[src/rtl/sng_pkg.sv]
// Shared types and helpers for the stochastic number generator array.
// Tap masks are for a shift-left Fibonacci LFSR whose feedback enters bit 0.
package sng_pkg;

  typedef enum logic {IDLE, RUN} sng_state_e;

  // Maximal-length feedback masks; bit (t-1) set for tap t.
  function automatic logic [15:0] lfsr_taps(input int w);
    logic [15:0] m;
    case (w)
      3:       m = 16'h0006;
      4:       m = 16'h000C;
      5:       m = 16'h0014;
      6:       m = 16'h0030;
      7:       m = 16'h0060;
      8:       m = 16'h00B8;
      9:       m = 16'h0110;
      10:      m = 16'h0240;
      11:      m = 16'h0500;
      12:      m = 16'h0829;
      13:      m = 16'h100D;
      14:      m = 16'h2015;
      15:      m = 16'h6000;
      16:      m = 16'hD008;
      default: m = 16'h000C;
    endcase
    return m;
  endfunction

  // Rotate the low w bits of v left by c; bits at or above w come back zero.
  function automatic logic [15:0] rotl(input logic [15:0] v, input int w, input int c);
    logic [15:0] r;
    logic [3:0]  idx;
    r = '0;
    for (int i = 0; i < 16; i++) begin
      if (i < w) begin
        idx    = 4'((i + c) % w);
        r[idx] = v[4'(i)];
      end
    end
    return r;
  endfunction

endpackage

[src/rtl/sng_lfsr.sv]
// W-bit maximal-length Fibonacci LFSR; loads SEED on reset or i_load, steps on i_en.
module sng_lfsr import sng_pkg::*; #(
  parameter int             W    = 4,
  parameter logic [W-1:0]   SEED = W'(1)
) (
  input  logic         i_clk_sng,
  input  logic         i_rst_sng,
  input  logic         i_load,
  input  logic         i_en,
  output logic [W-1:0] o_lfsr
);

  localparam logic [15:0]  TAPS_ALL = lfsr_taps(W);
  localparam logic [W-1:0] TAPS     = TAPS_ALL[W-1:0];

  always_ff @(posedge i_clk_sng) begin
    if (i_rst_sng || i_load) begin
      o_lfsr <= SEED;
    end else if (i_en) begin
      o_lfsr <= {o_lfsr[W-2:0], ^(o_lfsr & TAPS)};
    end
  end

endmodule

[src/rtl/sng_array.sv]
// N-channel stochastic number generator: one registered bit per channel per RUN cycle,
// STREAM_LEN cycles per stream, abortable; all outputs registered.
module sng_array import sng_pkg::*; #(
  parameter int           W          = 4,
  parameter int           N          = 4,
  parameter int           STREAM_LEN = 2**W - 1,
  parameter logic [W-1:0] SEED       = W'(1)
) (
  input  logic           i_clk_sng,
  input  logic           i_rst_sng,
  input  logic [N*W-1:0] i_x_bn,
  input  logic           i_mode_bp,
  input  logic           i_start_sng,
  input  logic           i_stop_sng,
  output logic [N-1:0]   o_sn_bits,
  output logic           o_sn_valid,
  output logic           o_done,
  output logic           o_busy
);

  localparam int            CW   = $clog2(STREAM_LEN + 1);
  localparam logic [CW-1:0] LAST = CW'(STREAM_LEN - 1);

  sng_state_e     state, state_nxt;
  logic           load, run, last, emit;
  logic [CW-1:0]  cnt;
  logic [N*W-1:0] x_q;
  logic           mode_q;
  logic [W-1:0]   lfsr;
  logic [15:0]    lfsr_ext;
  logic [N-1:0]   cmp;

  assign last = (cnt == LAST);
  assign emit = run && !i_stop_sng;

  always_ff @(posedge i_clk_sng) begin
    if (i_rst_sng) state <= IDLE;
    else           state <= state_nxt;
  end

  always_comb begin
    state_nxt = state;
    load      = 1'b0;
    run       = 1'b0;
    case (state)
      IDLE: begin
        if (i_start_sng && !i_stop_sng) begin
          state_nxt = RUN;
          load      = 1'b1;
        end
      end
      RUN: begin
        run = 1'b1;
        if (i_stop_sng || last) state_nxt = IDLE;
      end
      default: state_nxt = IDLE;
    endcase
  end

  always_ff @(posedge i_clk_sng) begin
    if (i_rst_sng) begin
      x_q        <= '0;
      mode_q     <= 1'b0;
      cnt        <= '0;
      o_sn_bits  <= '0;
      o_sn_valid <= 1'b0;
      o_done     <= 1'b0;
    end else begin
      o_sn_valid <= emit;
      o_sn_bits  <= emit ? cmp : '0;
      o_done     <= emit && last;
      if (load) begin
        x_q    <= i_x_bn;
        mode_q <= i_mode_bp;
        cnt    <= '0;
      end else if (run) begin
        cnt <= cnt + CW'(1);
      end
    end
  end

  assign o_busy = (state == RUN);

  sng_lfsr #(.W(W), .SEED(SEED)) u_lfsr (
    .i_clk_sng (i_clk_sng),
    .i_rst_sng (i_rst_sng),
    .i_load    (load),
    .i_en      (run),
    .o_lfsr    (lfsr)
  );

  always_comb begin
    lfsr_ext         = '0;
    lfsr_ext[W-1:0]  = lfsr;
  end

  // Bipolar offset (flip the sign bit) maps two's-complement x onto 0..2**W-1.
  for (genvar c = 0; c < N; c++) begin : g_ch
    logic [W-1:0] xc, xu;
    logic [15:0]  xu_ext, rot;
    assign xc  = x_q[c*W +: W];
    assign xu  = mode_q ? {~xc[W-1], xc[W-2:0]} : xc;
    assign rot = rotl(lfsr_ext, W, c);
    always_comb begin
      xu_ext        = '0;
      xu_ext[W-1:0] = xu;
    end
    assign cmp[c] = (rot <= xu_ext) && (xu_ext != '0);
  end

endmodule

[config.mk]
export PLATFORM = sky130hd
export DESIGN_NAME = sng_array
export DESIGN_NICKNAME = d
export VERILOG_FILES = /design/src/rtl/sng_pkg.sv /design/src/rtl/sng_lfsr.sv /design/src/rtl/sng_array.sv
export SDC_FILE = /design/constraint.sdc
export NUM_CORES = 1
export LEC_CHECK = 0
export BUFFER_PORTS_ARGS = -buffer_cell sky130_fd_sc_hd__buf_4
export CAP_MARGIN = 20
export CORE_AREA = 2 2 66 68
export DETAILED_ROUTE_END_ITERATION = 10
export DIE_AREA = 0 0 68 70
export PLACE_DENSITY = 0.67
export SLEW_MARGIN = 5
export SYNTH_ARGS = -nofsm -noshare
export SYNTH_HDL_FRONTEND = slang
export SYNTH_HIERARCHICAL = 1
export SYNTH_SLANG_ARGS = --single-unit
[constraint.sdc]
create_clock -name i_clk_sng -period 1.4 [get_ports i_clk_sng]
set_clock_uncertainty 0.1 [all_clocks]
set_input_delay 0.07 -clock i_clk_sng [delete_from_list [all_inputs] [get_ports i_clk_sng]]
set_output_delay 0.07 -clock i_clk_sng [all_outputs]
set_load 0.01 [all_outputs]
* Yosys cells after proc, flatten, opt, wreduce, memory -nomap -nowiden
Index checks and enable logic that the tools add are counted.
Widths: inputs -> output; s select.
** Cells by class
- Add/subtract/negate cells :: 1
- Order comparisons :: 4
- Equal/unequal tests :: 1
- Muxes and demuxes :: 9
- Bitwise logic cells :: 6
- Reduce and logical (&&, ||, !) cells :: 17
** Operators with widths (number)
- $reduce_bool 16->1 :: 4
- $le 4x4->1 :: 4
- $mux 4 :: 4
- $logic_and 1x1->1 :: 7
- $not 1->1 :: 6
- $add 4x1->4 const B :: 1
- $eq 4x4->1 const B :: 1
- $mux 1 :: 4
- $reduce_or 2->1 :: 2
- $reduce_xor 4->1 :: 1
- $logic_or 1x1->1 :: 2
- $pmux 1 s2 :: 1
- $logic_not 1->1 :: 1
** Word-level totals
- Bits in registers :: 32
- Input bits :: 21
- Output and inout bits :: 7
- Word-level logic and storage cells :: 46

* Longest topological paths before layout
- Word-level depth :: 5
- Mapped depth :: 7
- Gate-level depth less buffers :: 6

* By module
Netlist, hierarchy kept.
** By module, submodules not included
- sng_array :: times used 1, cells each 173, area an instance 1585.3 um^2, seq. area each 560.5 um^2
- sng_lfsr :: times used 1, cells each 15, area an instance 176.4 um^2, seq. area each 80.1 um^2

* Least setup slack after synthesis
OpenSTA, ideal clock, no wires.
- Path type :: flip-flop to flip-flop
- Start point :: reg mode_q
- End point :: reg o_sn_bits[3]
- Library setup time :: 0.095 ns
- Data arrival time :: 1.294 ns
- Slack :: -0.089 ns
- Stages on the path, launching flop included :: 7
- Buffers on the path :: 1
- Period minus slack after synthesis :: 1.489 ns
- Cell sequence :: dfxtp_1 -> buf_2 -> xnor2_1 -> ha_1 -> a21oi_1 -> o21ai_0 -> a221oi_1
** On the way
- Word-level cells in the longest chain between the ends :: 3
** Ends and longest elaborated chain
- start, declared :: RTL line sng_array.sv:28 : logic mode_q;
- start signal, assigned :: RTL line sng_array.sv:74 : mode_q <= i_mode_bp;
- $mux 4 * :: RTL line sng_array.sv:102 : assign xu = mode_q ? {~xc[W-1], xc[W-2:0]} : xc;
- $le 4x4->1 or $reduce_bool 16->1 (tied branches) :: RTL line sng_array.sv:108 : assign cmp[c] = (rot <= xu_ext) && (xu_ext != '0);
- $logic_and 1x1->1 * :: RTL line sng_array.sv:108
- end signal, assigned :: RTL line sng_array.sv:70 : o_sn_bits <= emit ? cmp : '0;
- end, declared :: RTL line sng_array.sv:15 : output logic [N-1:0] o_sn_bits,
Every way passes the cells marked *; elsewhere a longest branch is shown, timed or not.
A chain may end at the register's enable or synchronous reset.

* Worst setup path after layout
- Start point :: reg mode_q
- End point :: reg o_sn_bits[1]
Same word-level chain as after synthesis.

==> metrics.yaml <==
crit_path_max_incr_delay_ns: 0.34
fin_nets: 286
drc: 0
synth_edf_count: 0
relSlewSlack_pct: 77.3
worst_pin_slew_ns: 0.340
drive_above_1_share_pct: 42.5
netlist_area_um2: 1760
synth_top_area_cell: "dfxtp_1"
seq_area_frac_synth_pct: 36.4
synthAdderAreaFrac_pct: 12.8
dieArea_um2: 4760
power_density_nw_per_um2: 875
holdPathStages: 3
dp_hpwl_mm: 2.43
synthXorXnorAreaFrac_pct: 3.98
peakVddDrop_v: 0.000465
post-route-period-util_pct: 110
muxShareOfSynthArea_pct: 2.27
finalSetupViolCount: 4
fp.dieW_um: 68
fin_ws_ns: -0.139
synth.yosys.warnings: 6
hold_slack_ns: -0.000200
clkTransAtPathRegs_ns: 0.06
finalSetupTns_ns: -0.435
yosys.area_share.simple_pct: 20.7
drv_cap: 0
period_minus_slack_ns: 1.54
core_area_um2: 4140
tritoncts: "done"
start_kind: "flop"
p_sw_mw: 0.562
critPathRequiredTime_ns: 1.50
drt_wl_total_mm: 3.65
insertedDiodeCount: 0
cp.arrival_ns: 1.64
final_hold_viol_count: 1
syn2layout_area_growth_pct: 40.3
p_clk_share_pct: 35.6
syn_inst: 188
synth_area_leaders: "dfxtp_1, ha_1, a21oi_2"
io_buffers: 27
p_leak_nw: 0.958
cts-htree-levels: 2
wire_per_inst_um: 12.2
rows: 24
synth_top_area_share_pct: 36.4
grt_pass1_wl_mm: 6.18
async_flop_share_pct: 0
antenna_found_initial: 0
root_buffer: "clkbuf_8"
fillers: 363
grt_usage_pct: 16.8
crit_type: "reg -> reg"
path_cells: "buf_6 -> xnor2_2 -> ha_1 -> a21oi_1 -> o21ai_1 -> a221oi_2"
dr.pass1.iters: 4
seqPwrFrac_pct: 45.2
grt_max_degree: 27
drtIter0Drc: 63
synth-seq-cells: 32
place.gp.congestion: 0.790
rsz0062_at_grt: "true"
grt_pass1_vias: 1414
ios: 28
status: "complete, but fails checks"
avgViaCountPerCell: 4.80
avgSynthCellArea_um2: 9.37
synth_flop_cell: "dfxtp_1"
clock_path_buffers: 2
synth_compound_area_share_pct: 14.8
vias: 1435
numCtsBuffers: 5
violations: "negative hold slack, negative setup slack"
ant_nets: 0
start_util_pct: 42.5
final_core_util_pct: 59.7
swShare_pct: 26.0
fmax_ghz: 0.650
crit_path_end_kind: "flop"
grt_overflow: 0
final_max_slew_viol_count: 0
critPathMaxFanout: 3
reg2reg_depth: 6
yosys.cell_types.count: 28
pwr-share-comb_pct: 19.2
crit_slowest_cell: "dfxtp_2"
hold_path_class: "in -> reg"
p_int_mw: 1.60
power_mw: 2.16
synth_top_family_by_area: "simple AND/OR/NAND/NOR gates"
clk-insertion-delay-late_ns: 0.28
syn_nets: 227
layout.cells.non_filler: 299
cts.sinks: 32
placed_cells: 274
die_h_um: 70
-- registers in the layout, indices dropped and copies added, names as in the netlist --
signal / flops
x_q: 16
cnt: 4
o_sn_bits: 4
u_lfsr/o_lfsr: 4
mode_q: 1
o_busy: 1
o_done: 1
o_sn_valid: 1
-- layout make-up --
cell class | instances | area [um^2] | area share, %
multi-input cells | 129 | 1090 | 43.9
inverters | 19 | 76.3 | 3.09
repair buffers | 60 | 503 | 20.3
well taps | 52 | 65.1 | 2.63
flip-flops and latches | 32 | 646 | 26.1
clock buffers | 7 | 96.3 | 3.90
-- Yosys cell counts, drive strengths merged, types with 2 or more instances --
cell and count:
nor2 5, buf 8, nand2 41, a21oi 25
xor2 2, dfxtp 32, xnor2 6, inv 19
nand4 5, ha 18, a221oi 4, nor3 11
o21ai 4, mux2i 4
-- worst paths after layout --
check | end | from | slack, ns
setup reg to reg | o_sn_bits[1] | mode_q | -0.14
hold / removal | o_busy | i_start_sng | -0.0002
setup / recovery | o_sn_bits[1] | mode_q | -0.14
hold reg to reg | x_q[2] | x_q[2] | 0.38
-- timing repair --
item                                   CTS  global route
pin swaps                                5             6
resized for setup                        5            16
hold buffers                            18             0
setup endpoints to repair                4            16
setup buffers                            0             0
endpoints found under the hold margin   18             0
-- logic make-up after synthesis --
logic type | Yosys count
xor gates and xnor gates | 8
adders and majority gates | 18
buffers and inverters | 27
and+or+nand+nor | 64
DFF | 32
muxes | 4
AOI/OAI and AO/OA | 35
-- critical path, delay by kind of cell, from the launching register on --
family          cells  cell delay [ns]
compound gates      3             0.43
flops               1             0.34
fa+ha+maj           1             0.31
xor+xnor            1             0.14
buf+inv             1             0.13
-- power by group through the flow --
stage | Sequential, mW | Clock [mW] | Combinational, mW
final | 0.978 | 0.769 | 0.415
after global routing | 0.983 | 0.819 | 0.461
after CTS | 0.973 | 0.791 | 0.377
after detailed placement | 0.992 | 0 | 0.328
after global placement | 0.993 | 0 | 0.318
after floorplan | 0.986 | 0 | 0.228
-- through the flow --
step,area (um^2),setup WS [ns]
after CTS,2370,-0.148
after detailed placement,2070,-0.188
after floorplan,1780,-0.0573
final,2470,-0.139
after global placement,2070,-0.114
after global routing,2470,-0.215
-- per-layer routing --
metal / vias to the layer above / wire [um] / GRT usage [%]
met5: - / 0 / 0
met4: 0 / 63 / 6.00
met3: 8 / 90 / 2.90
met2: 24 / 1750 / 27.2
met1: 655 / 1760 / 22.0
li1: 748 / - / -
-- layout by cell type, fill, tap and decap left out --
cell,n
buf_6,2
nand4_1,5
nand2_4,1
nor2_8,1
mux2i_1,4
nand3_1,1
a2111oi_2,1
nand2_1,24
ha_1,15
nand2_2,16
dlygate4sd3_1,18
nor4_4,1
o21ai_1,4
nor3_1,8
nor2_1,4
buf_4,40
dfxtp_1,28
ha_4,3
clkbuf_8,7
xnor2_1,2
a21oi_1,6
inv_6,1
xor2_1,2
xnor2_2,1
inv_1,18
a221oi_1,2
a221oi_2,2
xnor2_4,3
dfxtp_2,4
nor3_2,3
a31oi_1,1
a21oi_2,19
(Power assumes the default switching activity.)
